==> src/rtl/bnn_infer_sequencer_if.sv <==
// bnn_infer_sequencer_if: feature-in and result-out valid/ready channels of the BNN sequencer.
interface bnn_infer_sequencer_if #(
  parameter int FEAT_CNT  = 12,
  parameter int FEAT_BITS = 4,
  parameter int CLS_BITS  = 3
);
  logic                          in_valid;
  logic                          in_ready;
  logic [FEAT_CNT*FEAT_BITS-1:0] in_features;
  logic                          out_valid;
  logic                          out_ready;
  logic [CLS_BITS-1:0]           out_class;
  logic                          out_err;
  modport master (output in_valid, in_features, out_ready, input in_ready, out_valid, out_class, out_err);
  modport slave  (input in_valid, in_features, out_ready, output in_ready, out_valid, out_class, out_err);
endinterface

==> src/rtl/bnn_infer_sequencer.sv <==
// bnn_infer_sequencer: drives one serial BNN core (features, reset window, clamped capture).
// Optional one-entry sample prefetch buffer enabled by defining BNN_SEQ_PREFETCH_EN.
module bnn_infer_sequencer #(
  parameter int FEAT_CNT      = 12,
  parameter int FEAT_BITS     = 4,
  parameter int HIDDEN_CNT    = 40,
  parameter int CLASS_CNT     = 6,
  parameter int CLEAR_CYCLES  = 1,
  parameter int SETTLE_CYCLES = HIDDEN_CNT + CLASS_CNT + 1,
  parameter int CLS_BITS      = $clog2(CLASS_CNT)
) (
  input  logic                          clk,
  input  logic                          rst_n,
  bnn_infer_sequencer_if.slave          bus,
  output logic [FEAT_CNT*FEAT_BITS-1:0] bnn_features_o,
  output logic                          bnn_rst_o,
  input  logic [CLS_BITS-1:0]           bnn_prediction_i,
  output logic                          busy_o
);
  localparam int CMAX = CLEAR_CYCLES > SETTLE_CYCLES ? CLEAR_CYCLES : SETTLE_CYCLES;
  localparam int CW   = $clog2(CMAX + 1);
  typedef enum logic [1:0] {IDLE, CLEAR, RUN, HOLD} state_t;
  state_t                        state_q;
  logic                          armed_q;
  logic [CW-1:0]                 cnt_q;
  logic [FEAT_CNT*FEAT_BITS-1:0] feat_q;
  logic                          rst_q;
  logic                          ov_q;
  logic                          err_q;
  logic [CLS_BITS-1:0]           cls_q;
  logic                          take;
  logic                          give;
  logic                          over;
  assign take           = bus.in_valid & bus.in_ready;
  assign give           = ov_q & bus.out_ready;
  assign over           = bnn_prediction_i > CLS_BITS'(CLASS_CNT - 1);
  assign bnn_features_o = feat_q;
  assign bnn_rst_o      = rst_q;
  assign busy_o         = state_q != IDLE;
  assign bus.out_valid  = ov_q;
  assign bus.out_class  = cls_q;
  assign bus.out_err    = err_q;
`ifdef BNN_SEQ_PREFETCH_EN
  logic [FEAT_CNT*FEAT_BITS-1:0] buf_q;
  logic                          buf_v_q;
  assign bus.in_ready = armed_q & ((state_q == IDLE) | ~buf_v_q);
  always_ff @(posedge clk or negedge rst_n)
    if (!rst_n) begin
      buf_q   <= '0;
      buf_v_q <= 1'b0;
    end else if (give && state_q == HOLD) begin
      buf_v_q <= 1'b0;
    end else if (take && state_q != IDLE) begin
      buf_q   <= bus.in_features;
      buf_v_q <= 1'b1;
    end
`else
  assign bus.in_ready = armed_q & (state_q == IDLE);
`endif
  // CLEAR exits on cnt == CLEAR_CYCLES: the accepting cycle plus CLEAR_CYCLES full cycles of
  // reset with the new features applied, so out_valid lands CLEAR+SETTLE+1 edges after accept.
  always_ff @(posedge clk or negedge rst_n)
    if (!rst_n) begin
      state_q <= IDLE;
      armed_q <= 1'b0;
      cnt_q   <= '0;
      feat_q  <= '0;
      rst_q   <= 1'b1;
      ov_q    <= 1'b0;
      err_q   <= 1'b0;
      cls_q   <= '0;
    end else begin
      armed_q <= 1'b1;
      case (state_q)
        IDLE: if (take) begin
          feat_q  <= bus.in_features;
          cnt_q   <= '0;
          state_q <= CLEAR;
        end
        CLEAR: if (cnt_q == CW'(CLEAR_CYCLES)) begin
          cnt_q   <= '0;
          rst_q   <= 1'b0;
          state_q <= RUN;
        end else cnt_q <= cnt_q + CW'(1);
        RUN: if (cnt_q == CW'(SETTLE_CYCLES - 1)) begin
          cls_q   <= over ? CLS_BITS'(CLASS_CNT - 1) : bnn_prediction_i;
          err_q   <= over;
          ov_q    <= 1'b1;
          rst_q   <= 1'b1;
          cnt_q   <= '0;
          state_q <= HOLD;
        end else cnt_q <= cnt_q + CW'(1);
        HOLD: if (give) begin
          ov_q    <= 1'b0;
          state_q <= IDLE;
`ifdef BNN_SEQ_PREFETCH_EN
          if (buf_v_q || take) begin
            feat_q  <= buf_v_q ? buf_q : bus.in_features;
            state_q <= CLEAR;
          end
`endif
        end
        default: state_q <= IDLE;
      endcase
    end
endmodule

==> src/flat_wrapper.sv <==
// flat-port wrapper written by rule: the top's interface ports become plain ports
module bnn_infer_sequencer_flat 
#(
  parameter int FEAT_CNT      = 12,
  parameter int FEAT_BITS     = 4,
  parameter int HIDDEN_CNT    = 40,
  parameter int CLASS_CNT     = 6,
  parameter int CLEAR_CYCLES  = 1,
  parameter int SETTLE_CYCLES = HIDDEN_CNT + CLASS_CNT + 1,
  parameter int CLS_BITS      = $clog2(CLASS_CNT)
)
  (clk, rst_n, bnn_features_o, bnn_rst_o, bnn_prediction_i, busy_o, bus_in_valid, bus_in_features, bus_out_ready, bus_in_ready, bus_out_valid, bus_out_class, bus_out_err);
  bnn_infer_sequencer_if #(.FEAT_CNT(FEAT_CNT), .FEAT_BITS(FEAT_BITS), .CLS_BITS(CLS_BITS)) bus_i ();
  input  logic clk;
  input  logic rst_n;
  output logic [FEAT_CNT*FEAT_BITS-1:0] bnn_features_o;
  output logic bnn_rst_o;
  input  logic [CLS_BITS-1:0] bnn_prediction_i;
  output logic busy_o;
  input wire logic [$bits(bus_i.in_valid)-1:0] bus_in_valid;
  input wire logic [$bits(bus_i.in_features)-1:0] bus_in_features;
  input wire logic [$bits(bus_i.out_ready)-1:0] bus_out_ready;
  output wire logic [$bits(bus_i.in_ready)-1:0] bus_in_ready;
  output wire logic [$bits(bus_i.out_valid)-1:0] bus_out_valid;
  output wire logic [$bits(bus_i.out_class)-1:0] bus_out_class;
  output wire logic [$bits(bus_i.out_err)-1:0] bus_out_err;
  assign bus_i.in_valid = bus_in_valid;
  assign bus_i.in_features = bus_in_features;
  assign bus_i.out_ready = bus_out_ready;
  assign bus_in_ready = bus_i.in_ready;
  assign bus_out_valid = bus_i.out_valid;
  assign bus_out_class = bus_i.out_class;
  assign bus_out_err = bus_i.out_err;
  bnn_infer_sequencer #(.FEAT_CNT(FEAT_CNT), .FEAT_BITS(FEAT_BITS), .HIDDEN_CNT(HIDDEN_CNT), .CLASS_CNT(CLASS_CNT), .CLEAR_CYCLES(CLEAR_CYCLES), .SETTLE_CYCLES(SETTLE_CYCLES), .CLS_BITS(CLS_BITS)) u_core (.clk(clk), .rst_n(rst_n), .bus(bus_i), .bnn_features_o(bnn_features_o), .bnn_rst_o(bnn_rst_o), .bnn_prediction_i(bnn_prediction_i), .busy_o(busy_o));
endmodule
==> config.mk <==
export PLATFORM = sky130hd
export DESIGN_NAME = bnn_infer_sequencer_flat
export DESIGN_NICKNAME = d
export VERILOG_FILES = /design/src/rtl/bnn_infer_sequencer_if.sv /design/src/rtl/bnn_infer_sequencer.sv /design/src/flat_wrapper.sv
export SDC_FILE = /design/constraint.sdc
export NUM_CORES = 1
export LEC_CHECK = 0
export BUFFER_PORTS_ARGS = -buffer_cell sky130_fd_sc_hd__buf_4
export CELL_PAD_IN_SITES_DETAIL_PLACEMENT = 0
export CELL_PAD_IN_SITES_GLOBAL_PLACEMENT = 2
export CORE_UTILIZATION = 33
export CTS_BUF_LIST = sky130_fd_sc_hd__clkbuf_8
export DETAILED_ROUTE_END_ITERATION = 10
export GPL_TIMING_DRIVEN = 0
export PLACE_DENSITY_LB_ADDON = 0.1
export REMOVE_ABC_BUFFERS = 1
export SYNTH_ARGS = -nofsm -noshare
export SYNTH_HDL_FRONTEND = slang
export SYNTH_SLANG_ARGS = --single-unit
==> constraint.sdc <==
create_clock -name clk -period 4 [get_ports clk]
set_input_delay 0.8 -clock clk [delete_from_list [all_inputs] [get_ports clk]]
set_output_delay 0.8 -clock clk [all_outputs]
set_load 0.01 [all_outputs]
==> results of run 1 <==
## worst max-delay path: stages (launching register included)
cell	delay, ns
dfrtp_1	0.41
inv_1	0.10
ha_1	0.22
and2_1	0.17
buf_4	0.15
## flip-flops by register name, summed over array words and instances (netlist names)
register and flops:
u_core.armed_q 1, u_core.bnn_features_o 48, u_core.bnn_rst_o 1, u_core.bus.out_class 3, u_core.bus.out_err 1, u_core.bus.out_valid 1, u_core.cnt_q 6, u_core.state_q 2
## cell usage after synthesis, types with 2 or more instances
master and instances:
a21oi_1 6, and2_1 2, buf_2 3, nor2_1 3, clkbuf_1 2, nand3_1 3
dfrtp_1 62, o21ai_0 4, o21ai_1 4, inv_1 7, nand2_1 21, mux2_2 49
ha_1 8
## how the worst min path moves through the flow
stage,cells past startpoint,end,from
floorplan,0,u_core.armed_q$_DFF_PN0_,rst_n
global placement,2,u_core.bus.out_err$_DFFE_PN0P_,u_core.bus.out_err$_DFFE_PN0P_
detailed placement,2,u_core.bus.out_err$_DFFE_PN0P_,u_core.bus.out_err$_DFFE_PN0P_
CTS,2,u_core.bus.out_err$_DFFE_PN0P_,u_core.bus.out_err$_DFFE_PN0P_
global route,2,u_core.bus.out_class[1]$_DFFE_PN0P_,u_core.bus.out_class[1]$_DFFE_PN0P_
finish,2,u_core.bus.out_err$_DFFE_PN0P_,u_core.bus.out_err$_DFFE_PN0P_
## power breakdown
group          total (mW)  internal, mW  switching (mW)
clock network       0.479         0.250           0.229
logic                1.19         0.671           0.516
registers            1.06         0.913           0.146
## per-layer routing
metal	wire (µm)	global-route usage, %	vias to the layer above
met3	389	4.69	10
met2	2600	22.7	76
met1	2430	17.4	892
met4	69	5.95	0
met5	0	0	-
li1	-	-	898
## stage by stage
step                hold slack (ns)  power [mW]  utilization (%)  setup slack, ns
finish                        0.478        2.73             48.5             1.81
global route                  0.506        2.92             48.5             1.71
CTS                           0.487        2.77             48.5             1.79
detailed placement            0.472        2.28             46.3             1.82
global placement              0.468        2.26             46.0            0.929
floorplan                     0.504        1.69                -             1.58
## area by class of cell
| cell class | count | area (µm²) |
|---|---|---|
| Clock inverter | 3 | 20.0 |
| Multi-Input combinational cell | 118 | 1000 |
| Clock buffer | 11 | 151 |
| Sequential cell | 63 | 1580 |
| Timing Repair Buffer | 111 | 846 |
| Tap cell | 102 | 128 |
| Inverter | 7 | 26.3 |
| Fill cell | 712 | 3980 |
## cell families (layout without fill, tap and decap cells)
kind of cell | Yosys count | count (layout)
DFF | 63 | 63
muxes | 50 | 50
and+or+nand+nor | 36 | 36
AOI/OAI and AO/OA | 22 | 22
buffers and inverters | 12 | 132
adders and majority gates | 8 | 8
other | 1 | 1
xor gates and xnor gates | 1 | 1
==> summary.txt, run 1 <==
Routing
  – DR iter-0 viols: 66
  – ANT nets after route: 0
  – DRC violations left: 0
  – Wire length per cell: 13.2 µm
  – Vias per Instance: 4.52
  – Final wirelength: 5490 µm
  – Pre-antenna DRT Iters: 4
  – Vias: 1876

Clock tree
  – Root Buffer: clkbuf_8
  – Number of hold buffers added after CTS: 0
  – Post-CTS Setup Inserts: 0
  – CTS tree: done
  – Clk Latency, worst-skew pair: 0.33 ns
  – Cts repair resizes: 0
  – H-tree depth: 3
  – CTS Sinks: 63
  – CTS Buf Count: 9
  – Maximum buffer depth of the clock tree: 2
  – Worst-path clk slew: 0.07 ns

Min path
  – Hold Crit Class: flop to flop

Power and ir drop
  – Worst VDD drop: 336 µV
  – Pwr dens: 727 nW/µm²
  – Leakage: 1.81 nW

Setup path
  – R2R Path End: u_core.bnn_features_o[41]$_DFFE_PN0P_
  – Crit path from: u_core.state_q[0]$_DFFE_PN0P_
  – Capture point of the worst path: bus_in_ready
  – CP arrival: 1.39 ns
  – RR Startpoint: u_core.state_q[0]$_DFFE_PN0P_
  – Worst Setup End Kind: output pin
  – Worst EP required: 3.20 ns
  – Reg2reg setup slack: 1.86 ns
  – Crit path kind: flop to output pin
  – Critical path fanouts, max: 4
  – Worst r2r path cells: 6
  – Critical Path Source Type: flop

Cells and area
  – N_diodes: 0
  – Final Cell Area: 3750 µm²
  – Final non-filler cell total: 415
  – Most frequent cells in the layout: buf_4, dfrtp_1, mux2_2
  – Share of cells above drive strength 1: 58.1%
  – Nets: 373
  – Area delta synth->final: 42.9%
  – Commonest non-fill, non-tap cell in the layout: buf_4

Timing
  – Fin crit period: 2.19 ns
  – Final cycle utilization of the critical path: 54.7%
  – Final Max Tran Viols: 0
  – RSZ-0062 raised after global routing: no
  – Worst slew pin tran: 0.784 ns
  – Relative slew margins: 47.7%
  – Fin Setup TNS: 0 ns
  – Max Clk Rate: 0.457 GHz
  – Endpoints failing setup: 0
  – Endpoints failing hold: 0
  – Final Skew: 0.00992 ns

GRT
  – First-pass GRT wire length: 9060 µm
  – Pin count of the biggest net entering global routing: 64
  – Overall routing resource usage: 14.1%
  – Initial antenna violation count: 0
  – GRT Residual Overflow: 0
  – Number of global-route vias before repair: 1889

Place
  – Final HPWL DP: 3990 µm
  – Port Buffers: 110
  – DP Area: 3580 µm²
  – Cells after DPL: 401
  – GPL Wtd Cong: 0.661

Logic synthesis
  – Sequential area share after synthesis: 60.1%
  – Synth top area cells: dfrtp_1, mux2_2, ha_1
  – Mux cell area share after synthesis: 21.5%
  – Post-Syn Instances: 193
  – Synth Register Bits: 63
  – Post-synth ARST share: 100%
  – Post-synth top flop: dfrtp_1
  – Top cell type's share of synthesized area: 59.1%
  – Compound-Gate Fraction of Synth Area: 5.63%
  – Ys Warns: 0
  – Yosys top cell by area: dfrtp_1
  – EDFF count, synth: 0
  – Main combinational cell family by area after synthesis: multiplexers
  – Mapped cell area: 2620 µm²
  – Synth Area in Simple Gates: 6.63%
  – Mapped Avg Cell Area: 13.6 µm²
  – Post-synthesis adder-cell area fraction: 3.81%
  – Post-synthesis xor/xnor area fraction: 0.334%
  – Netlist cell types: 32

Die
  – Top Ports: 111
  – Row count: 32
  – Initial core utilization: 34.0%
  – Die X: 91.2 µm
  – Die Span Y: 91.2 µm
  – Core Area: 7730 µm²
  – Die Area: 8310 µm²

Outcome
  – Status: completed

Flow run
  – Max-cap violations: 0
No activity file was read; power rests on OpenSTA's default activity.
==> inputs of run 2 (changes only) <==
ABC_AREA = 1   (was unset)
CORE_UTILIZATION = 31   (was 33)
clock period = 2.2 ns   (was 4 ns; I/O delays follow)
==> summary.txt, run 2 <==
Die
  – Initial core utilization: 32.6%
  – Row count: 33
  – Core Area: 8340 µm²
  – Die X: 95.7 µm
  – Die Span Y: 95.7 µm
  – Die Area: 9150 µm²
  – Top Ports: 111

Logic synthesis
  – Post-synth top cells: dfrtp_1, mux2_2, nand2_1
  – Compound-Gate Fraction of Synth Area: 3.40%
  – Most common cell in the netlist: dfrtp_1
  – Mapped cell area: 2720 µm²
  – Synth Area in Simple Gates: 9.06%
  – Post-synth top flop: dfrtp_1
  – Netlist cell types: 22
  – Sequential area share after synthesis: 58.0%
  – Post-synthesis adder-cell area fraction: 3.68%
  – Post-Syn Instances: 221
  – Post-synthesis xor/xnor area fraction: 0.322%
  – Synth Register Bits: 63
  – Mapped Avg Cell Area: 12.3 µm²
  – Main combinational cell family by area after synthesis: multiplexers
  – Ys Warns: 0
  – EDFF count, synth: 0
  – Post-synth ARST share: 100%
  – Top cell type's share of synthesized area: 57.0%
  – Mux cell area share after synthesis: 21.3%
  – Synth top area cells: dfrtp_1, mux2_2, mux2_4
  – Yosys top cell by area: dfrtp_1

Setup path
  – Crit-path cells: inv_1 -> ha_1 -> nand2_1 -> inv_1 -> buf_4
  – Critical Path Source Type: flop
  – Crit path kind: flop to output pin
  – Crit path from: u_core.state_q[0]$_DFFE_PN0P_
  – CP arrival: 1.58 ns
  – Worst path depth: 5
  – Worst path slowest cell: ha_1
  – R2R Path End: u_core.bnn_features_o[42]$_DFFE_PN0P_
  – RR Startpoint: u_core.state_q[0]$_DFFE_PN0P_
  – Largest stage delay, worst path: 0.44 ns
  – Buf/Inv on CP: 3
  – Reg2reg setup slack: 0.26 ns
  – Worst Setup End Kind: output pin
  – Top Family by Delay on Critical Path: adder cells
  – Worst EP required: 1.76 ns
  – Worst r2r path cells: 4
  – Capture point of the worst path: bus_in_ready
  – Critical path's most frequent cell: inv_1
  – Critical path fanouts, max: 6

Power and ir drop
  – Switching Share: 34.0%
  – Clock power frac: 18.5%
  – Reg power frac: 38.5%
  – Worst VDD drop: 571 µV
  – P_int: 3.30 mW
  – Comb power frac: 43.1%
  – Switching power: 1.70 mW
  – Leakage: 1.93 nW
  – Pwr dens: 1300 nW/µm²

Routing
  – ANT nets after route: 0
  – Pre-antenna DRT Iters: 4
  – DR iter-0 viols: 45
  – DRC violations left: 0
  – Highest metal used: met4
  – Vias: 1976
  – Vias per Instance: 4.43
  – WL met3: 599 µm
  – Routed length on met2: 2990 µm
  – Metal-1 WL: 2710 µm
  – Final wirelength: 6400 µm
  – Wire length per cell: 14.4 µm

Cells and area
  – Commonest non-fill, non-tap cell in the layout: buf_4
  – Share of cells above drive strength 1: 52.8%
  – N_diodes: 0
  – Core Util, Final: 46.1%
  – Most frequent cells in the layout: buf_4, dfrtp_1, mux2_2
  – Nets: 399
  – Area delta synth->final: 41.4%
  – Area occupied by multi-input gates: 1060 µm²
  – FF+latch area: 1580 µm²
  – Fill cells: 797
  – Max FFs per register: 48

Clock tree
  – Root Buffer: clkbuf_8
  – Maximum buffer depth of the clock tree: 2
  – CTS tree: done
  – CTS Buf Count: 9
  – Clk Latency, worst-skew pair: 0.34 ns
  – H-tree depth: 3
  – Worst-path clk slew: 0.08 ns
  – CTS Sinks: 63

Place
  – Port Buffers: 110
  – GPL Wtd Cong: 0.660
  – Final HPWL DP: 4220 µm

Timing
  – Max Clk Rate: 0.494 GHz
  – Relative slew margins: 44.9%
  – Final Max Tran Viols: 0
  – Fin crit period: 2.02 ns
  – RSZ-0062 raised after global routing: no
  – Endpoints failing setup: 0
  – Final cycle utilization of the critical path: 91.9%
  – Endpoints failing hold: 0
  – Worst slew pin tran: 0.827 ns
  – Final Skew: 0.00886 ns
  – Hold Slack: 0.174 ns

GRT
  – Number of global-route vias before repair: 2078
  – First-pass GRT wire length: 10100 µm
  – GRT Residual Overflow: 0
  – Initial antenna violation count: 0
  – Overall routing resource usage: 15.1%
  – Pin count of the biggest net entering global routing: 64

Flow run
  – Max-cap violations: 0

Outcome
  – Status: completed

Min path
  – Hold Crit Class: input port to asynchronous set/reset pin
[run 2: worst min path at each step]
stage,to,cells after the start
global placement,u_core.bus.out_class[1]$_DFFE_PN0P_,2
CTS,u_core.bnn_features_o[12]$_DFFE_PN0P_,1
global route,u_core.bnn_features_o[33]$_DFFE_PN0P_,1
finish,u_core.bnn_features_o[10]$_DFFE_PN0P_,1
detailed placement,u_core.bus.out_class[1]$_DFFE_PN0P_,2
floorplan,u_core.armed_q$_DFF_PN0_,0
[run 2: area by class of cell]
class                           count  area share (%)
Clock buffer                       10            3.58
Clock inverter                      6            1.17
Inverter                           17            1.66
Multi-Input combinational cell    135            27.7
Sequential cell                    63            41.0
Tap cell                          105            3.42
Timing Repair Buffer              110            21.5
[run 2: logic make-up (layout without fill, tap and decap cells)]
group,after synthesis,count (layout)
fa+ha+maj,8,8
other cells,1,1
compound gates,16,16
simple gates,59,61
xor+xnor,1,1
mux,48,48
flops,63,63
buf+inv,25,143
[run 2: metal layers]
metal / GRT usage (%) / vias up
met4: 5.97 / 0
li1: - / 965
met1: 17.9 / 940
met3: 7.97 / 10
met5: 0 / -
met2: 23.0 / 61
[run 2: power by group through the flow]
stage | Combinational, mW | Clock (mW) | Sequential [mW]
after floorplan | 0.919 | 0 | 2.13
after global placement | 2.17 | 0 | 1.92
after detailed placement | 2.17 | 0 | 1.93
after CTS | 2.18 | 0.973 | 1.93
after global routing | 2.37 | 1.01 | 2.00
final | 2.15 | 0.923 | 1.92
[run 2: what timing repair did]
action / 4_1_cts / 5_1_grt
cloned: 1 / 1
buffers inserted: 0 / 0
hold buffers: 0 / 0
resized for setup: 0 / 1
setup endpoints to repair: 6 / 25
pin swaps: 1 / 1
[run 2: stage by stage]
stage          instance area [µm²]  instances  worst slack, ns  TNS, ns  power [mW]
3_5_place_dp                  3640        428          -0.0384   -0.131        4.10
3_3_place_gp                  3630        428           -0.707   -31.99        4.09
4_1_cts                       3830        445           0.0304        0        5.08
6_report                      3850        446            0.178        0        5.00
2_1_floorplan                 2670        213          0.00950        0        3.05
5_1_grt                       3850        446          0.00808        0        5.38
==> inputs of run 3 (changes only) <==
==> constraint.sdc (replaced) <==
create_clock -name clk -period 2.2 [get_ports clk]
set_input_delay 0.11 -clock clk [delete_from_list [all_inputs] [get_ports clk]]
set_output_delay 0.11 -clock clk [all_outputs]
set_load 0.01 [all_outputs]
==> summary.txt, run 3 (synthesized netlist as in run 2, its figures left out) <==
Outcome
  – Status: completed

Setup path
  – Worst EP required: 2.42 ns
  – Reg2reg setup slack: 0.28 ns
  – Critical path fanouts, max: 13
  – R2R Path End: u_core.cnt_q[0]$_DFFE_PN0P_
  – Critical Path Source Type: flop
  – RR Startpoint: u_core.state_q[0]$_DFFE_PN0P_
  – CP arrival: 2.14 ns
  – Crit path kind: flop to flop
  – Worst Setup End Kind: flop
  – Worst r2r path cells: 7

Routing
  – Vias per Instance: 4.41
  – Pre-antenna DRT Iters: 4
  – Wire length per cell: 13.8 µm
  – Final wirelength: 6840 µm
  – DR iter-0 viols: 48
  – ANT nets after route: 0
  – Vias: 2187
  – DRC violations left: 0

Cells and area
  – Commonest non-fill, non-tap cell in the layout: buf_4
  – Share of cells above drive strength 1: 46.0%
  – Core Util, Final: 52.1%
  – Final Cell Area: 4350 µm²
  – Area delta synth->final: 59.8%
  – N_diodes: 0
  – Max FFs per register: 48
  – Most frequent cells in the layout: buf_4, dfrtp_1, dlygate4sd3_1
  – Nets: 449
  – Fill cells: 759

Timing
  – RSZ-0062 raised after global routing: no
  – Relative slew margins: 44.3%
  – Final Skew: 0.0104 ns
  – Fin worst setup slack: 0.281 ns
  – Worst slew pin tran: 0.836 ns
  – Fin crit period: 1.92 ns
  – Endpoints failing setup: 0
  – Max Clk Rate: 0.521 GHz
  – Final cycle utilization of the critical path: 87.2%
  – Endpoints failing hold: 0
  – Fin Setup TNS: 0 ns
  – Final Max Tran Viols: 0

Clock tree
  – Post-CTS Setup Inserts: 0
  – Worst-path clk slew: 0.08 ns
  – H-tree depth: 3
  – Clk Latency, worst-skew pair: 0.34 ns
  – CTS tree: done
  – CTS Sinks: 63
  – CTS Buf Count: 9
  – Root Buffer: clkbuf_8
  – Maximum buffer depth of the clock tree: 2

GRT
  – Pin count of the biggest net entering global routing: 64
  – Gr busiest metal: met2
  – Met1 usage: 19.7%
  – Overall routing resource usage: 16.3%
  – Number of global-route vias before repair: 2271
  – First-pass GRT wire length: 11000 µm
  – Grt met2 use: 26.2%
  – GRT Residual Overflow: 0
  – Met3 Track Usage GR: 6.54%
  – Initial antenna violation count: 0

Power and ir drop
  – Switching power: 1.74 mW
  – P_int: 3.36 mW
  – Pwr dens: 1170 nW/µm²
  – Pwr Total: 5.09 mW
  – Worst VDD drop: 569 µV
  – Comb power frac: 43.9%
  – Clock power frac: 18.2%
  – Leakage: 2.13 nW
  – Reg power frac: 37.9%
  – Switching Share: 34.1%

Min path
  – Hold_sp: bnn_prediction_i[2]
  – Hold Crit Class: input port to flop
  – Hold Path Stages: 4
  – Worst Hold End: u_core.bus.out_class[1]$_DFFE_PN0P_

Place
  – Port Buffers: 110
  – GPL Wtd Cong: 0.660
  – Place WS: -0.0384 ns
  – Final HPWL DP: 4220 µm
  – DP Area: 3640 µm²

Die
  – Core Area: 8340 µm²
  – Top Ports: 111
  – Die Area: 9150 µm²
  – Row count: 33
  – Die Span Y: 95.7 µm
  – Initial core utilization: 32.6%
  – Die X: 95.7 µm

Flow run
  – Max-cap violations: 0
-- run 3: critical path: stages (launching register included) --
cell	delay, ns
dfrtp_1	0.42
inv_1	0.12
ha_1	0.43
nand3_4	0.34
o21ai_2	0.21
inv_1	0.14
nor2_1	0.10
a21oi_1	0.04
-- run 3: routing by layer --
layer,part of all wire [%],vias to the layer above
li1,-,1068
met1,43,1048
met2,49,61
met3,6.4,10
met4,1.5,0
met5,0,-
-- run 3: power by group through the flow --
| stage | logic, mW | registers (mW) | clock network, mW |
|---|---|---|---|
| after floorplan | 0.919 | 2.13 | 0 |
| after global placement | 2.17 | 1.92 | 0 |
| after detailed placement | 2.17 | 1.93 | 0 |
| after CTS | 2.25 | 1.93 | 0.973 |
| after global routing | 2.46 | 2.00 | 1.02 |
| final | 2.24 | 1.93 | 0.925 |
-- run 3: worst max-delay path by stage --
stage	from	to
floorplan	u_core.state_q[0]$_DFFE_PN0P_	u_core.cnt_q[0]$_DFFE_PN0P_
global placement	u_core.state_q[0]$_DFFE_PN0P_	u_core.cnt_q[0]$_DFFE_PN0P_
detailed placement	u_core.state_q[0]$_DFFE_PN0P_	u_core.cnt_q[0]$_DFFE_PN0P_
CTS	u_core.state_q[0]$_DFFE_PN0P_	u_core.bnn_features_o[2]$_DFFE_PN0P_
global route	u_core.state_q[0]$_DFFE_PN0P_	u_core.cnt_q[0]$_DFFE_PN0P_
finish	u_core.state_q[0]$_DFFE_PN0P_	u_core.cnt_q[0]$_DFFE_PN0P_
-- run 3: through the flow --
stage | cells | hold WS [ns]
2_1_floorplan | 213 | -0.186
3_3_place_gp | 428 | 0.273
3_5_place_dp | 428 | 0.274
4_1_cts | 495 | 0.00747
5_1_grt | 496 | 0.0417
6_report | 496 | 0.0282
-- run 3: area by class of cell --
class / instances / area, µm² / area share (%)
sequential: 63 / 1580 / 36.3
timing repair buffer: 160 / 1330 / 30.5
multi-input combinational: 135 / 1060 / 24.5
clock buffer: 10 / 138 / 3.17
tap: 105 / 131 / 3.02
inverter: 17 / 63.8 / 1.47
clock inverter: 6 / 45.0 / 1.04
-- run 3: timing repair --
item                                   in CTS  in global routing
hold buffers                               50                  0
setup endpoints to repair                   6                 25
pin swaps                                   1                  1
gates resized for setup                     0                  1
cloned                                      1                  1
endpoints found under the hold margin     111                  0
